<file path="config.mk">
export PLATFORM = sky130hd
export DESIGN_NAME = turn_signal_sequencer
export DESIGN_NICKNAME = d
export VERILOG_FILES = /design/src/rtl/turn_sig_pkg.sv /design/src/rtl/step_prescaler.sv /design/src/rtl/turn_signal_sequencer.sv
export SDC_FILE = /design/constraint.sdc
export NUM_CORES = 1
export LEC_CHECK = 0
export ABC_AREA = 1
export BUFFER_PORTS_ARGS = -buffer_cell sky130_fd_sc_hd__buf_4
export CAP_MARGIN = 20
export CELL_PAD_IN_SITES_DETAIL_PLACEMENT = 2
export CELL_PAD_IN_SITES_GLOBAL_PLACEMENT = 2
export CORE_AREA = 2 2 74 76
export CTS_CLUSTER_DIAMETER = 40
export DETAILED_ROUTE_END_ITERATION = 6
export DIE_AREA = 0 0 76 78
export PLACE_DENSITY = 0.68
export REMOVE_ABC_BUFFERS = 1
export SYNTH_ARGS = -nofsm -noshare
export SYNTH_HDL_FRONTEND = slang
export SYNTH_SLANG_ARGS = --single-unit
</file>
<file path="constraint.sdc">
create_clock -name clk -period 1.25 [get_ports clk]
set_input_delay 0.125 -clock clk [delete_from_list [all_inputs] [get_ports clk]]
set_output_delay 0.125 -clock clk [all_outputs]
set_load 0.05 [all_outputs]
</file>
<file path="src/rtl/turn_sig_pkg.sv">
// Shared definitions for the turn-signal sequencer.
// Provides the state encoding, the LED pattern generator (index -> bank mask)
// and the step-index width helper. No ports.
package turn_sig_pkg;

  typedef enum logic [1:0] {
    IDLE   = 2'd0,
    LEFT   = 2'd1,
    RIGHT  = 2'd2,
    HAZARD = 2'd3
  } state_t;

  // Width of a counter that must hold 0..steps-1. It is never narrower than 1 bit.
  function automatic int idx_width(input int steps);
    return (steps < 2) ? 1 : $clog2(steps);
  endfunction

  // Bank mask for a step index. Banks are at most 32 LEDs wide.
  // sweep=1: fill from bit0 up to bit idx, then dark hold steps.
  // sweep=0: plain blink, where index 0 lights every LED and index 1 lights none.
  function automatic logic [31:0] step_pattern(input int idx, input int led_w,
                                               input logic sweep);
    logic [32:0] fill;
    if (sweep) begin
      if (idx < led_w) fill = (33'd1 << (idx + 1)) - 33'd1;
      else             fill = '0;
    end else begin
      if (idx == 0) fill = (33'd1 << led_w) - 33'd1;
      else          fill = '0;
    end
    return fill[31:0];
  endfunction

endpackage

</file>
<file path="src/rtl/step_prescaler.sv">
// Step-rate divider: counts 0..CLK_DIV-1 while run is high and emits a
// registered one-cycle tick in the cycle the count sits at CLK_DIV-1.
// Ports: clk, rst_n (async, active-low), run (count enable),
//        clr (synchronous restart, wins over counting), tick (step pulse).
module step_prescaler #(
  parameter int CLK_DIV = 100000
) (
  input  logic clk,
  input  logic rst_n,
  input  logic run,
  input  logic clr,
  output logic tick
);

  localparam int CNT_W = $clog2(CLK_DIV);

  logic [CNT_W-1:0] cnt;

  always_ff @(posedge clk or negedge rst_n) begin
    if (!rst_n) begin
      cnt  <= '0;
      tick <= 1'b0;
    end else if (clr || !run) begin
      cnt  <= '0;
      tick <= 1'b0;
    end else begin
      if (cnt == CNT_W'(CLK_DIV - 1)) cnt <= '0;
      else                            cnt <= cnt + CNT_W'(1);
      // Tick is raised on the same edge that loads CLK_DIV-1 into the count,
      // so the registered pulse lines up with that count value.
      tick <= (cnt == CNT_W'(CLK_DIV - 2));
    end
  end

endmodule

</file>
<file path="src/rtl/turn_signal_sequencer.sv">
// Turn-signal LED sequencer. It arbitrates left/right/hazard requests into a state
// and steps a pattern on two LED banks from an internal step divider.
// Build option: define TURN_SWEEP_EN for the fill-sweep pattern. When it is
// undefined, the banks blink, with all LEDs on for one step and off for one step.
// Ports: clk, rst_n (async, active-low), enable (0 forces IDLE),
//        left_req / right_req / hazard_req (level requests),
//        led_left / led_right (LED_W-wide banks, bit0 innermost),
//        step_tick (one-cycle step pulse), busy (state != IDLE).
module turn_signal_sequencer
  import turn_sig_pkg::*;
#(
  parameter int CLK_DIV    = 100000,
  parameter int LED_W      = 8,
  parameter int HOLD_STEPS = 2
) (
  input  logic             clk,
  input  logic             rst_n,
  input  logic             enable,
  input  logic             left_req,
  input  logic             right_req,
  input  logic             hazard_req,
  output logic [LED_W-1:0] led_left,
  output logic [LED_W-1:0] led_right,
  output logic             step_tick,
  output logic             busy
);

`ifdef TURN_SWEEP_EN
  localparam int   STEPS = LED_W + HOLD_STEPS;
  localparam logic SWEEP = 1'b1;
`else
  localparam int   STEPS = 2;
  localparam logic SWEEP = 1'b0;
`endif
  localparam int IDX_W = idx_width(STEPS);

  state_t           state;
  state_t           target;
  logic [IDX_W-1:0] idx;
  logic             tick;
  logic             run;
  logic             restart;
  logic [31:0]      mask;
  logic [LED_W-1:0] pattern;

  always_comb begin
    target = IDLE;
    if (!enable)                              target = IDLE;
    else if (hazard_req || (left_req && right_req)) target = HAZARD;
    else if (left_req)                        target = LEFT;
    else if (right_req)                       target = RIGHT;
  end

  // Any change of state restarts the divider and the pattern from step 0.
  assign restart = (target != state);
  assign run     = (state != IDLE);

  step_prescaler #(.CLK_DIV(CLK_DIV)) u_prescaler (
    .clk   (clk),
    .rst_n (rst_n),
    .run   (run),
    .clr   (restart),
    .tick  (tick)
  );

  assign step_tick = tick;
  assign mask      = step_pattern(int'(idx), LED_W, SWEEP);
  assign pattern   = mask[LED_W-1:0];

  always_ff @(posedge clk or negedge rst_n) begin
    if (!rst_n) begin
      state     <= IDLE;
      idx       <= '0;
      led_left  <= '0;
      led_right <= '0;
      busy      <= 1'b0;
    end else begin
      state <= target;
      busy  <= (target != IDLE);
      // The restart takes priority over a coincident tick, so the index lands on 0.
      if (restart)    idx <= '0;
      else if (tick)  idx <= (idx == IDX_W'(STEPS - 1)) ? '0 : idx + IDX_W'(1);
      // The banks show the current state/index one cycle later. Hazard drives both
      // banks from the same pattern, which keeps them phase-locked.
      led_left  <= (state == LEFT  || state == HAZARD) ? pattern : '0;
      led_right <= (state == RIGHT || state == HAZARD) ? pattern : '0;
    end
  end

endmodule
</file>
Word-level counts from Yosys, hierarchy flattened
Cells that the tools add are included.
{"block": "totals", "reg_bits": 38, "latch_bits": 0, "ram_bits": 0, "mem_bits_ro": 0, "input_bits": 6, "output_inout_bits": 18, "wordCells": 37, "n_memories": 0}
{"block": "classes", "addsub": 2, "n_mul": 0, "div_mod_pow": 0, "order_cmp": 0, "n_eq_ne": 6, "shifts": 0, "n_mux": 13, "bitwise": 0, "n_reduce_logical": 9}
{"cell": "17-bit == test, second input constant", "n": 2}
{"cell": "17-bit 2-to-1 mux", "n": 2}
{"cell": "8-bit 2-to-1 mux", "n": 3}
{"cell": "17-bit by 1-bit adder with 17-bit output, second input constant", "n": 1}
{"cell": "2-bit 2-to-1 mux", "n": 4}
{"cell": "2-bit nonzero test", "n": 3}
{"cell": "2-bit == test, second input constant", "n": 2}
{"cell": "1-bit logical OR", "n": 4}
{"cell": "1-bit 2-to-1 mux", "n": 4}
{"cell": "2-bit by 1-bit == test with 1-bit output, second input constant", "n": 1}
{"cell": "2-bit != test", "n": 1}
{"cell": "1-bit adder, second input constant", "n": 1}
{"cell": "1-bit logical AND", "n": 1}
{"cell": "1-bit zero test", "n": 1}

Depth between registers and ports, before layout
{"block": "depth", "depth_word": 7, "depth_mapped": 9, "depth_no_buf": 9}

Modules after synthesis
From an unflattened synthesis, not the netlist that was laid out.
{"block": "unflattened", "hier_cells": 183, "hier_area_um2": 1405.1}
{"module": "step_prescaler", "n_inst": 1, "cells_each": 138, "area_each_um2": 1031.0, "seq_area_each_um2": 450.4}
{"module": "turn_signal_sequencer", "n_inst": 1, "cells_each": 45, "area_each_um2": 374.1, "seq_area_each_um2": 150.1}

Worst setup path after synthesis
No wires, ideal clock.
{"block": "synth_timing", "path_type": "register to register", "from": "register u_prescaler.cnt[1]", "to": "register u_prescaler.cnt[12]", "setup_time_ns": 0.122, "t_arrival_ns": 1.081, "t_required_ns": 1.128, "slack_ns": 0.046, "stages_incl_launch_ff": 8, "path_buffers": 0, "period_less_slack_ns": 1.204, "path_cell_list": "dfrtp_1 -> ha_1 -> nand3_2 -> inv_2 -> nand2_2 -> nor2_2 -> xnor2_1 -> nor2_1"}
{"block": "synth_between", "elab_chain_len": 3, "elab_cells_between_ends": 4, "cone_classes": "1 x add/sub; 1 x eq/ne; 2 x mux"}
{"element": "start: declaration", "line_no": "step_prescaler.sv:17", "text": "logic [CNT_W-1:0] cnt;"}
{"element": "start signal: assignment", "line_no": "step_prescaler.sv:28", "text": "else cnt <= cnt + CNT_W'(1);"}
{"element": "17-bit by 1-bit adder with 17-bit output / 17-bit == test (equally long branches)", "line_no": "step_prescaler.sv:28, step_prescaler.sv:27"}
{"element": "17-bit 2-to-1 mux *", "line_no": "step_prescaler.sv:27", "text": "if (cnt == CNT_W'(CLK_DIV - 1)) cnt <= '0;"}
{"element": "17-bit 2-to-1 mux *", "line_no": "step_prescaler.sv:23", "text": "end else if (clr || !run) begin"}
Every way passes the cells marked *; elsewhere a longest branch is shown, timed or not.
A chain may end at the register's enable or synchronous reset.

Worst setup path in the final report
{"block": "layout_timing", "from": "register u_prescaler.cnt[0]", "to": "register u_prescaler.cnt[14]"}
Same word-level chain as after synthesis.

==> summary.txt <==
Status - finished with violations
Failing checks - setup timing
Post-Layout Cell Count - 284
CP startpoint kind - flip-flop
Multi-input combinational cell area - 768 um^2
CTS HTree Levels - 1
TritonCTS Sinks - 24
Post-Syn Area per Cell - 7.88 um^2
Register area share after synthesis - 0.436
Flip-flop and latch area - 604 um^2
DR WL/cell - 14.5 um
Cts bufs inserted - 3
Final setup TNS - -0.541 ns
Clock Skews - 0.00181 ns
Hold Crit Class - input pin to flip-flop
Top cells by count, synth - nor2_1, nand2_1, dfrtp_1
Area share of the leading cell type in the synthesized netlist - 0.436
Placed insts - 270
Met3 GRT Util - 0.0244
Syn Inst Count - 175
DP HPWL - 2.95 mm
Crit-path max FO - 4
Crit. End Element - flip-flop
Via count - 1217
Ys flop type - dfrtp_1
Chip width - 76 um
GRT met2 Usage - 0.279
Number of DRC markers in iteration 0 - 36
Post-Syn Area - 0.00138 mm^2
Largest cells by area after synthesis - dfrtp_1, nor2_1, nand2_1
Vias in the first global route - 1351
Root Driver - clkbuf_8
Lkg Pwr - 0.932 nW
Drc violations - 0
Asr flop ratio synth - 1.00
Worst Max-Slew Pin Slew - 0.322 ns
Top-count cell post-synth - nor2_1
Min Tclk post-route - 1.33 ns
Pin count of the biggest net entering global routing - 25
Total of max-cap violations - 0
Setup WS post-layout - -0.0833 ns
Fmax - 0.750 GHz
WS Path Type - flip-flop to flip-flop
Unrepaired setup endpoints after global routing - true
Worst-Skew Late Latency - 0.27 ns
Met1 Use GR - 0.175
Antenna cells - 0
Required @ worst endpoint - 1.41 ns
First-pass GRT wire length - 6.84 mm
Cell taking the most area after synthesis - dfrtp_1
Fin util - 0.396
Max Root-Sink Buffers - 2
Max Transition Viols Final - 0
DRT antenna net count - 0
Row cnt - 26
GRT Total Usage - 0.146
Fillers - 567
First-pass detailed-route iteration total - 4
Distinct cell type count after synthesis - 19
Worst slew margin relative to its limit - 0.785
Setup violators final - 14
NumNets Final - 223
Layout cell share with drive strength beyond 1 - 0.435
Drt total wl - 4.11 mm
Port bufs - 23
FF+latch count, synth - 24
Clk slew on worst S/H paths - 0.09 ns
Maximum VDD drop - 0.000660 V
GP Congestion - 0.791
P&R area growth vs syn - 44.8%
Final Cell Area - 0.00200 mm^2
Vias per cell - 4.29
Num ports - 24
Core Area - 0.00504 mm^2
EDFF count, synth - 0
GR peak layer - met2
DIE HEIGHT - 78 um
Cell Area, Placed - 0.00165 mm^2
Period utilization - 1.07
Die Area - 0.00593 mm^2
Starting density of the core - 0.273
WP data arrival - 1.49 ns
Initial antenna violation count - 0
Smallest hold slack - 0.133 ns
Ys Warns - 0
Power Dens Cells - 915 mW/mm^2
Tot Pwr - 1.83 mW
Place WS - -0.0935 ns
Total congestion overflow - 0
Hold Fails Final Rpt - 0
CTS tree - done
-- cell type report --
class | count | area share
Multi-Input combinational cell | 116 | 0.385
Sequential cell | 24 | 0.303
Timing Repair Buffer | 49 | 0.191
Tap cell | 70 | 0.0439
Inverter | 21 | 0.0420
Clock buffer | 3 | 0.0207
Clock inverter | 1 | 0.0150
-- worst max-delay path, stage by stage (launching register included) --
cell and delay, ns:
dfrtp_1 0.44, ha_4 0.18, nand3_4 0.11, clkinv_4 0.11, nand3_4 0.09, nor2_1 0.12, nand2_1 0.05, nand2_1 0.07
nor2_1 0.04
-- timing repair --
item / 4_1_cts / 5_1_grt
pin swaps: 11 / 17
setup endpoints to repair: 14 / 18
setup buffers: 5 / 6
gates resized for setup: 19 / 29
endpoints found under the hold margin: 24 / 0
hold buffers: 1 / 0
-- registers in the layout (all words and copies together), names as in the netlist --
name and flops:
u_prescaler.cnt 17, state 2, busy 1, idx 1, led_left 1, led_right 1
u_prescaler.tick 1
-- report_power, final --
part           switching [mW]  internal, mW  total, mW
sequential             0.0192         0.791      0.811
clock                   0.264         0.428      0.692
combinational           0.234        0.0888      0.323
-- cells by family (layout without fill, tap and decap cells) --
kind of cell | after synthesis | count (layout) | synth area share
compound gates | 2 | 2 | 0.00907
xor+xnor | 11 | 11 | 0.0699
fa+ha+maj | 2 | 2 | 0.0181
buf+inv | 35 | 74 | 0.133
flops | 24 | 24 | 0.436
simple gates | 101 | 101 | 0.334
-- worst paths after layout --
| kind | startpoint | end | slack, ns | cells after the start |
|---|---|---|---|---|
| setup / recovery | u_prescaler.cnt[0]$_DFF_PN0_ | u_prescaler.cnt[14]$_DFF_PN0_ | -0.08 | 8 |
| hold reg to reg | idx$_DFFE_PN0P_ | led_right[6]$_DFF_PN0_ | 0.49 | 1 |
| min in group asynchronous | rst_n | u_prescaler.cnt[11]$_DFF_PN0_ | 0.29 | 2 |
| setup reg to reg | u_prescaler.cnt[0]$_DFF_PN0_ | u_prescaler.cnt[14]$_DFF_PN0_ | -0.08 | 8 |
| hold / removal | enable | state[1]$_DFF_PN0_ | 0.13 | 3 |
| max in group asynchronous | rst_n | u_prescaler.cnt[5]$_DFF_PN0_ | 0.69 | 2 |
-- cells in the final DEF, fill, tap and decap left out --
cell,count
buf_4,45
nand2_1,34
nor2_1,26
dfrtp_1,21
inv_1,17
nor2_2,8
nand3_1,7
nor2_4,7
nand3_2,5
xor2_1,5
xnor2_1,5
nand2_4,4
inv_2,3
nand3_4,3
clkbuf_8,3
buf_6,3
dfrtp_2,3
nand2_2,2
nand4_1,2
ha_4,2
clkinv_4,1
xor2_2,1
nor3_4,1
o21bai_1,1
o21ai_4,1
nand3b_1,1
nor3_1,1
bufinv_16,1
dlygate4sd3_1,1
-- metal layers --
metal / share of wire / vias to the layer above
met3: 0.013 / 2
li1: - / 594
met2: 0.59 / 7
met5: 0 / -
met4: 0.0056 / 0
met1: 0.39 / 614
(Power assumes the default switching activity.)
